==> src/rtl/pent_mem_pager_pkg.sv <==
// pent_pkg: shared constants, DOS state type and #7FFD page-bit mapping for the Pentagon pager
package pent_pkg;
  localparam logic [15:0] PORT_7FFD_MASK = 16'h8002;
  localparam logic [7:0] DOS_TRAP_HI = 8'h3D;
  localparam logic [5:0] PAGE_SCR5 = 6'd5;
  localparam logic [5:0] PAGE_FIX2 = 6'd2;
  typedef enum logic {IDLE, DOS} dos_state_t;
  // Extended page bits are spread over D7/D6/D5 as on the 256K/512K/1024K Pentagon boards
  function automatic logic [5:0] map_page(input logic [7:0] d, input int page_bits);
    map_page = page_bits >= 6 ? {d[5], d[7], d[6], d[2:0]} :
               page_bits == 5 ? {1'b0, d[7], d[6], d[2:0]} :
               page_bits == 4 ? {2'b0, d[6], d[2:0]} :
                                {3'b0, d[2:0]};
  endfunction
endpackage

==> src/rtl/pent_mem_pager_if.sv <==
// pent_mem_pager_if: Z80 bus strobes in, pager page/ROM selects out
interface pent_mem_pager_if #(parameter int PAGE_BITS = 3);
  logic [15:0] A;
  logic [7:0] D;
  logic CPU_IORQ;
  logic CPU_MREQ;
  logic CPU_WR;
  logic CPU_RD;
  logic CPU_M1;
  logic [PAGE_BITS-1:0] RAM_PAGE;
  logic SCREEN_SEL;
  logic [1:0] ROM_BANK;
  logic ROM_CS_N;
  logic LOCKED;
  logic DOS_ACTIVE;
  modport master (
    output A, D, CPU_IORQ, CPU_MREQ, CPU_WR, CPU_RD, CPU_M1,
    input RAM_PAGE, SCREEN_SEL, ROM_BANK, ROM_CS_N, LOCKED, DOS_ACTIVE
  );
  modport slave (
    input A, D, CPU_IORQ, CPU_MREQ, CPU_WR, CPU_RD, CPU_M1,
    output RAM_PAGE, SCREEN_SEL, ROM_BANK, ROM_CS_N, LOCKED, DOS_ACTIVE
  );
endinterface

==> src/rtl/pent_strobe_sync.sv <==
// pent_strobe_sync: synchronise an async strobe and emit a one-clock registered pulse on activation
module pent_strobe_sync #(
  parameter int STAGES = 2
) (
  input  logic clk,
  input  logic rst_n,
  input  logic strobe,
  output logic pulse
);
  logic [STAGES-1:0] sync;
  logic hold;
  // Synchroniser chain, previous-level register and registered rising-edge pulse
  always_ff @(posedge clk or negedge rst_n)
    if (!rst_n) begin
      sync <= '0;
      hold <= 1'b0;
      pulse <= 1'b0;
    end else begin
      sync <= {sync[STAGES-2:0], strobe};
      hold <= sync[STAGES-1];
      pulse <= sync[STAGES-1] & ~hold;
    end
endmodule

==> src/rtl/pent_mem_pager.sv <==
// pent_mem_pager: Pentagon #7FFD pager with lock and extended pages; TR-DOS trap under PAGER_DOS_EN
module pent_mem_pager
  import pent_pkg::*;
#(
  parameter int PAGE_BITS = 3,
  parameter int SYNC_STAGES = 2
) (
  input logic CLK_14MHZ,
  input logic CPU_RESET,
  pent_mem_pager_if.slave bus
);
  logic wr_io;
  logic wr_pulse;
  logic hit_7ffd;
  logic [PAGE_BITS-1:0] page;
  logic screen_sel;
  logic rom_sel;
  logic locked;
  logic dos_active;
  assign wr_io = ~bus.CPU_IORQ & ~bus.CPU_WR & bus.CPU_M1;
  assign hit_7ffd = (bus.A & PORT_7FFD_MASK) == 16'h0000;
  pent_strobe_sync #(.STAGES(SYNC_STAGES)) u_wr_sync (
    .clk(CLK_14MHZ),
    .rst_n(CPU_RESET),
    .strobe(wr_io),
    .pulse(wr_pulse)
  );
  // #7FFD latch; once locked only reset can reopen it
  always_ff @(posedge CLK_14MHZ or negedge CPU_RESET)
    if (!CPU_RESET) begin
      page <= '0;
      screen_sel <= 1'b0;
      rom_sel <= 1'b0;
      locked <= 1'b0;
    end else if (wr_pulse && hit_7ffd && !locked) begin
      page <= PAGE_BITS'(map_page(bus.D, PAGE_BITS));
      screen_sel <= bus.D[3];
      rom_sel <= bus.D[4];
      locked <= (PAGE_BITS < 6) && bus.D[5];
    end
`ifdef PAGER_DOS_EN
  logic m1_fetch;
  logic m1_pulse;
  dos_state_t state_q;
  dos_state_t state_d;
  assign m1_fetch = ~bus.CPU_M1 & ~bus.CPU_MREQ & ~bus.CPU_RD;
  pent_strobe_sync #(.STAGES(SYNC_STAGES)) u_m1_sync (
    .clk(CLK_14MHZ),
    .rst_n(CPU_RESET),
    .strobe(m1_fetch),
    .pulse(m1_pulse)
  );
  // TR-DOS shadow state register
  always_ff @(posedge CLK_14MHZ or negedge CPU_RESET)
    if (!CPU_RESET) state_q <= IDLE;
    else state_q <= state_d;
  // Enter on an opcode fetch from #3Dxx with BASIC48 ROM selected, leave on any fetch outside ROM
  always_comb begin
    state_d = state_q;
    if (m1_pulse && state_q == IDLE && bus.A[15:8] == DOS_TRAP_HI && rom_sel) state_d = DOS;
    if (m1_pulse && state_q == DOS && bus.A[15:14] != 2'b00) state_d = IDLE;
  end
  assign dos_active = state_q == DOS;
`else
  assign dos_active = 1'b0;
`endif
  // Window page select, ROM chip select and status outputs
  always_comb begin
    bus.RAM_PAGE = bus.A[15:14] == 2'b01 ? PAGE_BITS'(PAGE_SCR5) :
                   bus.A[15:14] == 2'b10 ? PAGE_BITS'(PAGE_FIX2) : page;
    bus.ROM_CS_N = bus.CPU_MREQ | (bus.A[15:14] != 2'b00);
    bus.ROM_BANK = {~dos_active, rom_sel};
    bus.SCREEN_SEL = screen_sel;
    bus.LOCKED = locked;
    bus.DOS_ACTIVE = dos_active;
  end
endmodule
==> src/flat_wrapper.sv <==
// flat-port wrapper written by rule: the top's interface ports become plain ports
module pent_mem_pager_flat import pent_pkg::*;
#(
  parameter int PAGE_BITS = 3,
  parameter int SYNC_STAGES = 2
)
  (CLK_14MHZ, CPU_RESET, bus_A, bus_D, bus_CPU_IORQ, bus_CPU_MREQ, bus_CPU_WR, bus_CPU_RD, bus_CPU_M1, bus_RAM_PAGE, bus_SCREEN_SEL, bus_ROM_BANK, bus_ROM_CS_N, bus_LOCKED, bus_DOS_ACTIVE);
  pent_mem_pager_if #(.PAGE_BITS(PAGE_BITS)) bus_i ();
  input logic CLK_14MHZ;
  input logic CPU_RESET;
  input wire logic [$bits(bus_i.A)-1:0] bus_A;
  input wire logic [$bits(bus_i.D)-1:0] bus_D;
  input wire logic [$bits(bus_i.CPU_IORQ)-1:0] bus_CPU_IORQ;
  input wire logic [$bits(bus_i.CPU_MREQ)-1:0] bus_CPU_MREQ;
  input wire logic [$bits(bus_i.CPU_WR)-1:0] bus_CPU_WR;
  input wire logic [$bits(bus_i.CPU_RD)-1:0] bus_CPU_RD;
  input wire logic [$bits(bus_i.CPU_M1)-1:0] bus_CPU_M1;
  output wire logic [$bits(bus_i.RAM_PAGE)-1:0] bus_RAM_PAGE;
  output wire logic [$bits(bus_i.SCREEN_SEL)-1:0] bus_SCREEN_SEL;
  output wire logic [$bits(bus_i.ROM_BANK)-1:0] bus_ROM_BANK;
  output wire logic [$bits(bus_i.ROM_CS_N)-1:0] bus_ROM_CS_N;
  output wire logic [$bits(bus_i.LOCKED)-1:0] bus_LOCKED;
  output wire logic [$bits(bus_i.DOS_ACTIVE)-1:0] bus_DOS_ACTIVE;
  assign bus_i.A = bus_A;
  assign bus_i.D = bus_D;
  assign bus_i.CPU_IORQ = bus_CPU_IORQ;
  assign bus_i.CPU_MREQ = bus_CPU_MREQ;
  assign bus_i.CPU_WR = bus_CPU_WR;
  assign bus_i.CPU_RD = bus_CPU_RD;
  assign bus_i.CPU_M1 = bus_CPU_M1;
  assign bus_RAM_PAGE = bus_i.RAM_PAGE;
  assign bus_SCREEN_SEL = bus_i.SCREEN_SEL;
  assign bus_ROM_BANK = bus_i.ROM_BANK;
  assign bus_ROM_CS_N = bus_i.ROM_CS_N;
  assign bus_LOCKED = bus_i.LOCKED;
  assign bus_DOS_ACTIVE = bus_i.DOS_ACTIVE;
  pent_mem_pager #(.PAGE_BITS(PAGE_BITS), .SYNC_STAGES(SYNC_STAGES)) u_core (.CLK_14MHZ(CLK_14MHZ), .CPU_RESET(CPU_RESET), .bus(bus_i));
endmodule
==> config.mk <==
export PLATFORM = sky130hd
export DESIGN_NAME = pent_mem_pager_flat
export DESIGN_NICKNAME = d
export VERILOG_FILES = /design/src/rtl/pent_mem_pager_pkg.sv /design/src/rtl/pent_mem_pager_if.sv /design/src/rtl/pent_strobe_sync.sv /design/src/rtl/pent_mem_pager.sv /design/src/flat_wrapper.sv
export SDC_FILE = /design/constraint.sdc
export NUM_CORES = 1
export LEC_CHECK = 0
export BUFFER_PORTS_ARGS = -buffer_cell sky130_fd_sc_hd__buf_2
export CORE_AREA = 5 5 42 44
export CTS_BUF_LIST = sky130_fd_sc_hd__clkbuf_2
export DETAILED_ROUTE_END_ITERATION = 8
export DIE_AREA = 0 0 47 49
export PLACE_DENSITY = 0.72
export SYNTH_ARGS = -nofsm -noshare
export SYNTH_HDL_FRONTEND = slang
export SYNTH_SLANG_ARGS = --single-unit
==> constraint.sdc <==
create_clock -name CLK_14MHZ -period 1.5 [get_ports CLK_14MHZ]
set_input_delay 0.3 -clock CLK_14MHZ [delete_from_list [all_inputs] [get_ports CLK_14MHZ]]
set_output_delay 0.3 -clock CLK_14MHZ [all_outputs]
set_load 0.005 [all_outputs]
==> impl_metrics.env <==
export IMPL_cp_slowest_cell="dfrtp_1"
export IMPL_grt_max_degree=11
export IMPL_grt_busiest_layer="met1"
export IMPL_clkSinkCount=10
export IMPL_syn_area_um2=432
export IMPL_min_period_over_period=0.938
export IMPL_cts_tree="built"
export IMPL_max_freq_mhz=711
export IMPL_synth_edf_count=0
export IMPL_syn_inst=31
export IMPL_fp_dieW_um=47
export IMPL_drt_pre_antenna_iters=1
export IMPL_grt_pass1_vias=300
export IMPL_synth_seq_cells=10
export IMPL_clk_latency_ns=0.23
export IMPL_grt_use_met1=0.110
export IMPL_num_rows=14
export IMPL_tns_ns=0
export IMPL_power_density_nw_per_um2=1080
export IMPL_reg2reg_depth=2
export IMPL_worstSetupStartpointType="flop"
export IMPL_synthFlopType="dfrtp_1"
export IMPL_core_area_um2=1400
export IMPL_use_met3=0.0221
export IMPL_gp_congestion=0.648
export IMPL_antenna_left=0
export IMPL_start_util=0.308
export IMPL_finalSetupViolCount=0
export IMPL_dpl_cell_area_um2=534
export IMPL_r2r_slack_ns=0.18
export IMPL_synth_top_area_frac=0.580
export IMPL_crit_path_max_fanout=2
export IMPL_slew_viol_final=0
export IMPL_avgSynthCellArea_um2=13.9
export IMPL_yosys_warnings=0
export IMPL_multiInputGateArea_um2=151
export IMPL_skew_ns=0.00180
export IMPL_die_area_um2=2300
export IMPL_fillers=145
export IMPL_maxCapViolations=0
export IMPL_area_growth_pct=29.6
export IMPL_crit_buf_inv=1
export IMPL_nNetsFinal=86
export IMPL_grt_pass1_wl_um=1210
export IMPL_yosys_area_top_type="dfrtp_1"
export IMPL_die_h_um=49
export IMPL_cp_top_family="flip-flops"
export IMPL_h_tree_depth=1
export IMPL_via_per_inst=4.58
export IMPL_wl_um=791
export IMPL_max_stage_delay_ns=0.40
export IMPL_min_period_ns=1.41
export IMPL_vdd_drop_max_v=0.000505
export IMPL_ff_latch_area_um2=250
export IMPL_ys_top_cells_by_area="dfrtp_1 58%, mux2_2 13%, maj3_1 7.0%"
export IMPL_async_reset_ff_frac=1.00
export IMPL_grt_use_total=0.0735
export IMPL_diodes=0
export IMPL_num_vias=316
export IMPL_crit_arrival_ns=1.11
export IMPL_final_layout_size_suffix_gt1_frac=0.604
export IMPL_power_leakage_nw=0.290
export IMPL_hp_class="in2reg"
export IMPL_hold_violations=0
export IMPL_status="finished, final reports clean"
export IMPL_synth_most_common_cell="dfrtp_1"
export IMPL_cp_depth=2
export IMPL_grtUsageMet2=0.0905
export IMPL_wl_per_cell_um=11.5
export IMPL_antenna_found_initial=0
export IMPL_path_cells="maj3_1 > buf_2"
export IMPL_crit_required_ns=1.20
export IMPL_ctsResizeCount=0
export IMPL_yosysSeqAreaShare=0.580
export IMPL_worstSetupPathType="reg2out"
export IMPL_dr_first_iter_drc_count=0
export IMPL_drc=0
export IMPL_yosysUniqueCellTypes=12
export IMPL_cts_clk_slew_worst_paths_ns=0.08
export IMPL_rsz0062_at_grt="no"
export IMPL_cts_max_path_buffers=2
export IMPL_p_total_w=0.000606
export IMPL_port_buffers=21
export IMPL_grt_overflow=0
export IMPL_root_buffer="clkbuf_2"
export IMPL_hpwl_um=645
export IMPL_worstSetupEndpointType="output port"
export IMPL_fin_area_um2=559
export IMPL_synthesis_nets=62
export IMPL_synth_commonest_cells="10 x dfrtp_1, 5 x mux2_2, 3 x buf_4, 3 x maj3_1"
export IMPL_whs_path_depth=2
export IMPL_cts_buffers=3
export IMPL_io_pins=40
-- power breakdown --
part	total (W)	internal (W)	leakage, nW	switching (W)
combinational	0.000131	0.0000829	0.149	0.0000476
sequential	0.000346	0.000316	0.129	0.0000295
clock	0.000130	0.0000546	0.0125	0.0000753
-- cells in the final DEF (no fill, tap or decap), drive strengths merged, types with 2 or more instances in the layout --
| cell type | instances |
|---|---|
| buf | 21 |
| maj3 | 3 |
| inv | 2 |
| dfrtp | 10 |
| conb | 2 |
| mux2 | 5 |
| clkbuf | 3 |
-- worst paths after layout --
path	from	endpoint
max	u_core.page[1]$_DFFE_PN0P_	bus_RAM_PAGE[1]
min	bus_CPU_IORQ	u_core.u_wr_sync.sync[0]$_DFF_PN0_
max reg2reg	u_core.bus.LOCKED$_DFFE_PN0P_	u_core.bus.SCREEN_SEL$_DFFE_PN0P_
min reg2reg	u_core.u_wr_sync.sync[0]$_DFF_PN0_	u_core.u_wr_sync.sync[1]$_DFF_PN0_
max in group asynchronous	CPU_RESET	u_core.u_wr_sync.pulse$_DFF_PN0_
min in group asynchronous	CPU_RESET	u_core.u_wr_sync.sync[0]$_DFF_PN0_
-- timing repair --
| item | 4_1_cts | 5_1_grt |
|---|---|---|
| hold buffers | 1 | 0 |
| endpoints found under the hold margin | 10 | 0 |
| setup buffers | 0 | 0 |
-- metal layers --
layer / up-vias / wire, um
met2: 22 / 327
met1: 147 / 320
met4: 0 / 0
met3: 0 / 143
met5: - / 0
li1: 147 / -
-- cell families (layout without fill, tap and decap cells) --
family | Yosys count | in the layout | share of synthesized area
simple gates | 5 | 5 | 0.113
buf+inv | 5 | 27 | 0.0696
fa+ha+maj | 3 | 3 | 0.0696
flops | 10 | 10 | 0.580
compound gates | 1 | 1 | 0.0203
mux | 5 | 5 | 0.130
other cells | 2 | 2 | 0.0174
-- metrics by stage --
step                      instances  utilization  worst slack, ns  hold WS (ns)
final                            69        0.399           0.0926         0.216
after global routing             69        0.399           0.0322         0.204
after CTS                        69        0.399           0.0752         0.197
after detailed placement         65        0.381           0.0622         0.164
after global placement           65        0.381            0.102         0.164
after floorplan                  31            -            0.278       0.00441
-- registers in the layout, summed over array words and instances, names as in the netlist --
name,flops
u_core.bus.SCREEN_SEL,1
u_core.page,3
u_core.bus.LOCKED,1
u_core.u_wr_sync.pulse,1
u_core.u_wr_sync.hold,1
u_core.u_wr_sync.sync,2
u_core.rom_sel,1
-- layout make-up --
cell class                      instances  area share
Timing Repair Buffer                   22       0.206
Tap cell                               16      0.0358
Clock buffer                            3      0.0268
Multi-Input combinational cell         16       0.271
Sequential cell                        10       0.447
Inverter                                2      0.0134
Note: power is estimated with default switching activity, not from simulation.
